<file path="config.mk">
export PLATFORM = sky130hd
export DESIGN_NAME = mem_wb_stage
export DESIGN_NICKNAME = d
export VERILOG_FILES = /design/src/rtl/mem_wb_stage.sv
export SDC_FILE = /design/constraint.sdc
export NUM_CORES = 1
export LEC_CHECK = 0
export CORE_ASPECT_RATIO = 2
export CORE_MARGIN = 1
export CORE_UTILIZATION = 30
export CTS_BUF_LIST = sky130_fd_sc_hd__clkbuf_8
export DETAILED_ROUTE_END_ITERATION = 16
export PLACE_DENSITY = 0.67
export SLEW_MARGIN = 20
export SYNTH_ARGS = -nofsm -noshare
export SYNTH_HDL_FRONTEND = slang
export SYNTH_SLANG_ARGS = --single-unit
</file>
<file path="constraint.sdc">
create_clock -name clock -period 2.2 [get_ports clock]
set_input_delay 0.44 -clock clock [delete_from_list [all_inputs] [get_ports clock]]
set_output_delay 0.44 -clock clock [all_outputs]
set_load 0.005 [all_outputs]
</file>
<file path="src/rtl/mem_wb_stage.sv">
// Memory-access stage plus MEM/WB pipeline register.
// Latency: 1 cycle for non-memory ops; 1 + k cycles for a memory op acked in WAIT cycle k.
// Backpressure: StallM holds EX/MEM and earlier stages while an aligned access is outstanding.
//
// Ports:
//   clock, reset_n                         clock and async active-low reset
//   RegWriteM/MemtoRegM/MemWriteM,
//   ALUOutM/WriteDataM/WriteRegM           EX/MEM bundle (held stable while StallM=1)
//   StallM                                 upstream freeze
//   mem_req/mem_we/mem_addr/mem_wdata      registered data-memory request
//   mem_rdata/mem_ack                      memory response (one-cycle strobe)
//   RegWriteW/MemtoRegW/ReadDataW/
//   ALUOutW/WriteRegW/MisalignW/BusErrW    MEM/WB register outputs
module mem_wb_stage #(
   parameter int TIMEOUT = 16
) (
   input  logic        clock,
   input  logic        reset_n,
   input  logic        RegWriteM,
   input  logic        MemtoRegM,
   input  logic        MemWriteM,
   input  logic [31:0] ALUOutM,
   input  logic [31:0] WriteDataM,
   input  logic [4:0]  WriteRegM,
   output logic        StallM,
   output logic        mem_req,
   output logic        mem_we,
   output logic [31:0] mem_addr,
   output logic [31:0] mem_wdata,
   input  logic [31:0] mem_rdata,
   input  logic        mem_ack,
   output logic        RegWriteW,
   output logic        MemtoRegW,
   output logic [31:0] ReadDataW,
   output logic [31:0] ALUOutW,
   output logic [4:0]  WriteRegW,
   output logic        MisalignW,
   output logic        BusErrW
);

   typedef enum logic {S_IDLE, S_WAIT} state_t;

   // Counter value in the final WAIT cycle; an un-acked access aborts at its end.
   localparam logic [7:0] LAST_WAIT = 8'(TIMEOUT - 1);

   state_t     state, stateNext;
   logic [7:0] waitCount;

   logic memOp, misal, lastWait;
   logic issue, countInc;
   logic wbBubble, wbKillRw, wbMisal, wbBusErr, wbTakeRdata;

   // Both MemtoRegM and MemWriteM set is treated as a load (mem_we masks it below).
   assign memOp    = MemtoRegM | MemWriteM;
   assign misal    = memOp & (ALUOutM[1:0] != 2'b00);
   assign lastWait = (waitCount == LAST_WAIT);

   always_ff @(posedge clock or negedge reset_n) begin
      if (!reset_n) state <= S_IDLE;
      else          state <= stateNext;
   end

   always_comb begin
      stateNext   = state;
      StallM      = 1'b0;
      issue       = 1'b0;
      countInc    = 1'b0;
      wbBubble    = 1'b1;
      wbKillRw    = 1'b0;
      wbMisal     = 1'b0;
      wbBusErr    = 1'b0;
      wbTakeRdata = 1'b0;
      case (state)
         S_IDLE: begin
            if (!memOp) begin
               wbBubble = 1'b0;
            end else if (misal) begin
               wbBubble = 1'b0;
               wbKillRw = 1'b1;
               wbMisal  = 1'b1;
            end else begin
               StallM    = 1'b1;
               issue     = 1'b1;
               stateNext = S_WAIT;
            end
         end
         S_WAIT: begin
            // An ack in the last WAIT cycle takes priority over the abort.
            if (mem_ack) begin
               wbBubble    = 1'b0;
               wbTakeRdata = 1'b1;
               stateNext   = S_IDLE;
            end else if (lastWait) begin
               wbBubble  = 1'b0;
               wbKillRw  = 1'b1;
               wbBusErr  = 1'b1;
               stateNext = S_IDLE;
            end else begin
               StallM   = 1'b1;
               countInc = 1'b1;
            end
         end
         default: stateNext = S_IDLE;
      endcase
      // Reset must release the pipeline immediately, independent of the inputs.
      if (!reset_n) StallM = 1'b0;
   end

   // Memory request registers and wait counter.
   always_ff @(posedge clock or negedge reset_n) begin
      if (!reset_n) begin
         mem_req   <= 1'b0;
         mem_we    <= 1'b0;
         mem_addr  <= 32'h0;
         mem_wdata <= 32'h0;
         waitCount <= 8'h0;
      end else if (issue) begin
         mem_req   <= 1'b1;
         mem_we    <= MemWriteM & ~MemtoRegM;
         mem_addr  <= {ALUOutM[31:2], 2'b00};
         mem_wdata <= WriteDataM;
         waitCount <= 8'h0;
      end else if (state == S_WAIT && stateNext == S_IDLE) begin
         mem_req <= 1'b0;
      end else if (countInc) begin
         waitCount <= waitCount + 8'd1;
      end
   end

   // MEM/WB register. Bubbles clear only the control bits; data fields hold.
   always_ff @(posedge clock or negedge reset_n) begin
      if (!reset_n) begin
         RegWriteW <= 1'b0;
         MemtoRegW <= 1'b0;
         ReadDataW <= 32'h0;
         ALUOutW   <= 32'h0;
         WriteRegW <= 5'h0;
         MisalignW <= 1'b0;
         BusErrW   <= 1'b0;
      end else if (wbBubble) begin
         RegWriteW <= 1'b0;
         MemtoRegW <= 1'b0;
         MisalignW <= 1'b0;
         BusErrW   <= 1'b0;
      end else begin
         RegWriteW <= RegWriteM & ~wbKillRw;
         MemtoRegW <= MemtoRegM;
         ALUOutW   <= ALUOutM;
         WriteRegW <= WriteRegM;
         MisalignW <= wbMisal;
         BusErrW   <= wbBusErr;
         if (wbTakeRdata) ReadDataW <= mem_rdata;
      end
   end

endmodule

</file>
* After elaboration in Yosys (flattened, before gate mapping)
Index checks and enable logic that the tools add are counted.
** Operators by class
- Reductions and logical operators :: 6
- $add $sub $neg :: 1
- Equality and inequality tests :: 2
- Bitwise operators :: 8
- Muxes and demuxes :: 26
** Operators with widths (number)
- $mux 8 :: 3
- $mux 1 :: 21
- $add 8x1->8 const B :: 1
- $eq 8x4->1 const B :: 1
- $reduce_bool 2->1 :: 3
- $not 1->1 :: 4
- $pmux 1 s2 :: 2
- $reduce_and 2->1 :: 2
- $and 1x1->1 :: 3
- $ne 2x2->1 const B :: 1
- $logic_and 1x1->1 :: 1
- $or 1x1->1 :: 1
** Word-level totals
- Input bits :: 107
- Logic and storage cells :: 56
- Flip-flop bits (word level) :: 146

* Depth between registers and ports, before layout
Gate-level depths: netlist (run 1).
- Depth in word-level cells :: 9
- Depth in mapped cells :: 7
- Mapped depth without buffers :: 5

* Worst setup path after synthesis (run 1)
Ideal clock, no wire load.
- Path kind :: register -> output
- Start :: register waitCount[4]
- End :: output StallM
- Path slack :: 106 ps
- Cell stages (with the launch flop) :: 6
- Data arrival time :: 1654 ps
- Path buffers :: 1
- Data required time :: 1760 ps
- Cell sequence :: dfrtp_1 -> or4_4 -> o21bai_4 -> nand2_2 -> buf_2 -> and2_1
** On the way
- Cells in the longest elaborated chain, start to end :: 5
** Ends and longest elaborated chain
- start, declared :: RTL line 47 : logic [7:0] waitCount;
- start signal, assigned :: RTL line 126 : waitCount <= waitCount + 8'd1;
- $eq 8x4->1 :: RTL line 56 : assign lastWait = (waitCount == LAST_WAIT);
- $mux 1 (2 in a row)
- $pmux 1 s2
- net stateNext :: RTL line 46 : state_t state, stateNext;
- $mux 1 :: RTL line 106 : if (!reset_n) StallM = 1'b0;
- end, declared :: RTL line 25 : output logic StallM,
The timed path passes the listed nets, and every way through them passes these cells.

* Worst setup path after layout (run 1)
- Start :: register waitCount[5]
- End :: output StallM
** On the way
- Cells in the longest elaborated chain, start to end :: 5
** Ends and longest elaborated chain
- $eq 8x4->1 :: RTL line 56
- $mux 1 :: RTL line 93 : end else if (lastWait) begin
- $mux 1 :: RTL line 89 : if (mem_ack) begin
- $pmux 1 s2 :: RTL line 73 : case (state)
- $mux 1 :: RTL line 106
No other way between the ends.

==> results_dict.tcl, run 1 <==
set metrics [dict create \
    outcome "complete, but fails checks" \
    switching_share_pct 26.1 \
    htree_levels 4 \
    violations "setup timing" \
    power_leakage_nw 4.01 \
    ir_drop_mv 0.478 \
    cts_buffer_depth 2 \
    postSynthAreaPerCell_um2 11.8 \
    first_global_vias 4583 \
    r2r-end "ALUOutW[16]" \
    yosysMostFrequentCell "nand2_1" \
    setup_viol 1 \
    ff2ff_path_depth 7 \
    fin_area_um2 8850 \
    synth_seq_area_share_pct 65.3 \
    synth_top_cell_by_area "dfrtp_1" \
    initial_utilization_pct 30.6 \
    skew_ps 11.1 \
    hp-class "in -> async" \
    cts_hold_buf 0 \
    clkPwrFrac_pct 28.0 \
    synth-edff-count 0 \
    ff2ff_setup_slack_ps 80 \
    antenna_cells 0 \
    max_freq_mhz 435 \
    nets 844 \
    cts.clk_slew.worst_paths_ps 80 \
    synthTopCellsByArea "dfrtp_1 (65%), nand2_1 (13%), mux2_2 (12%)" \
    drv_slew 0 \
    port_buffers 244 \
    startpoint_type "flop" \
    async_reset_ff_share_pct 100 \
    cts_tree "yes" \
    antenna_found_initial 1 \
    post_drt_via_cell_ratio 4.50 \
    hold_viol 0 \
    dieArea_um2 19200 \
    finalPower_mw 7.78 \
    dp_hpwl_um 11300 \
    rsz0062_at_grt "yes" \
    fin_cells 965 \
    netlist_top_cells_count "nand2_1 (191), dfrtp_1 (146), mux2_2 (59)" \
    wirelength_um 15600 \
    grt_max_degree 147 \
    tightest_slew_ps 860 \
    grt_first_pass_wirelength_um 24500 \
    ys_warn_count 0 \
    grt_util_all_layers_pct 17.0 \
    critPathBufInv 1 \
    post_drt_wl_per_cell_um 16.1 \
    synth_ff_type "dfrtp_1" \
    seq_power_share_pct 44.7 \
    power_density_nw_per_um2 879 \
    drive_gt1_share_pct 17.0 \
    dpl.cell_count 932 \
    die_w_um 98.6 \
    dpl-instance-area_um2 8430 \
    power_frac_comb_pct 27.3 \
    cpLargestDelayFamily "simple AND/OR/NAND/NOR gates" \
    synth_cells 475 \
    arrival_ps 1860 \
    drtAntennaViolNets 0 \
    root_buffer "clkbuf_8" \
    overflow 0 \
    period_needed_ps 2300 \
    cts.sinks 146 \
    r2r-start "waitCount[5]" \
    hold_ws_ps 40.2 \
    fin_ws_ps -96.7 \
    cp.required_ps 1760 \
    place_congestion 0.821 \
    dr.pass1.iters 4 \
    fill_cells 1676 \
    pre_cts_ws_ps -217 \
    vias 4344 \
    drc 0 \
    cts_buffers 17 \
    clock_latency_ps 440 \
    pin_count 247 \
    crit_chain "or4_4, o21bai_4, nand2_2, and2_4, buf_6" \
    path_class "reg -> out" \
    netlist.area_leader.share_pct 65.3 \
    area_delta_synth_final_pct 58.1 \
    coreArea_um2 18300 \
    endpoint_kind "output port" \
    p_sw_mw 2.03 \
    period_share_pct 104 \
    tns_ps -96.7 \
    timing.slew.headroom_pct 42.7 \
    ys_ff_latch 146 \
    drv_cap 0 \
    dr.first_iter.drc_count 131 \
    fp-row-count 70 \
    syn_area_um2 5600 \
    post-route-util_pct 48.3 \
    p_int_mw 5.75 \
    max_stage_delay_ps 550 \
    yosysUniqueCellTypes 35 \
    cp_slowest_cell "or4_4" \
    cp_max_fo 2 \
    die_h_um 195 \
]
==> what timing repair did <==
item,in CTS,in global routing
endpoints found under the setup margin,1,11
pin swaps,4,1
buffers inserted,1,0
resized for setup,4,2
==> power by group through the flow <==
stage | registers [mW] | clock network, mW | logic (mW)
floorplan | 3.57 | 0 | 0.594
global placement | 3.51 | 0 | 2.13
detailed placement | 3.54 | 0 | 2.16
CTS | 3.49 | 2.27 | 2.16
global route | 3.54 | 2.38 | 2.30
finish | 3.48 | 2.18 | 2.12
==> flip-flops by register name, indices dropped and copies added, names as in the netlist <==
register,flops
ALUOutW,32
BusErrW,1
MemtoRegW,1
MisalignW,1
ReadDataW,32
RegWriteW,1
WriteRegW,5
mem_addr,30
mem_req,1
mem_wdata,32
mem_we,1
state,1
waitCount,8
==> cell type report <==
| cell class | count | area (µm²) | area share, % |
|---|---|---|---|
| sequential | 146 | 3650 | 41.3 |
| timing repair buffer | 264 | 2660 | 30.0 |
| multi-input combinational | 306 | 1850 | 20.9 |
| tap | 216 | 270 | 3.05 |
| clock buffer | 18 | 248 | 2.80 |
| clock inverter | 14 | 164 | 1.85 |
| inverter | 1 | 3.75 | 0.0424 |
==> worst max-delay path by stage <==
stage,from,end,slack (ps),depth (start not counted)
finish,waitCount[5],StallM,-100,5
global route,waitCount[5],StallM,-200,5
CTS,waitCount[5],StallM,-190,5
detailed placement,mem_ack,StallM,-220,6
global placement,mem_ack,StallM,-220,6
floorplan,waitCount[4],StallM,110,5
==> placed cells by master (no fill, tap or decap), types with 2 or more instances in the layout <==
cell,synthesis,final
clkbuf_8,0,18
bufinv_16,0,3
clkinvlp_4,0,4
o31ai_1,2,2
clkinv_2,0,2
nand2_1,191,191
buf_12,0,5
clkinv_4,0,2
nor2_1,9,9
clkdlybuf4s50_1,0,242
o211ai_1,3,3
mux2_4,10,10
mux2_2,59,59
buf_4,2,15
xor2_1,2,2
inv_1,1,3
buf_6,2,2
mux2i_1,3,3
dfrtp_1,146,146
nor3_1,5,5
nand2b_1,2,2
a21oi_1,2,2
conb_1,1,2
==> cells by family after synthesis <==
family | after synthesis | synth area share, %
multiplexers | 72 | 15.1
other | 1 | 0.0670
buffers and inverters | 24 | 2.06
AO/OA/AOI/OAI | 13 | 1.74
flip-flops | 146 | 65.3
AND/OR/NAND/NOR | 216 | 15.2
adder cells (fa/ha/maj) | 1 | 0.224
XOR/XNOR | 2 | 0.313
==> per-layer routing <==
metal | global-route usage [%] | wire, µm | vias to the layer above | part of all wire [%]
met5 | 0 | 13 | - | 0.083
met4 | 10.1 | 711 | 2 | 4.6
met3 | 4.47 | 774 | 36 | 5.0
met2 | 32.0 | 8780 | 165 | 56
met1 | 16.2 | 5290 | 2080 | 34
li1 | - | - | 2061 | -
Power figures use the tool's default switching activity.
==> run 2: changes to the inputs <==
--- a/config.mk
+++ b/config.mk
@@ -9,6 +9,7 @@
 export CORE_MARGIN = 1
 export CORE_UTILIZATION = 30
 export CTS_BUF_LIST = sky130_fd_sc_hd__clkbuf_8
+export CTS_CLUSTER_SIZE = 8
 export DETAILED_ROUTE_END_ITERATION = 16
 export PLACE_DENSITY = 0.67
 export SLEW_MARGIN = 20
==> results of run 2 <==
Final layout, timing and power as in run 1 (identical DEF).
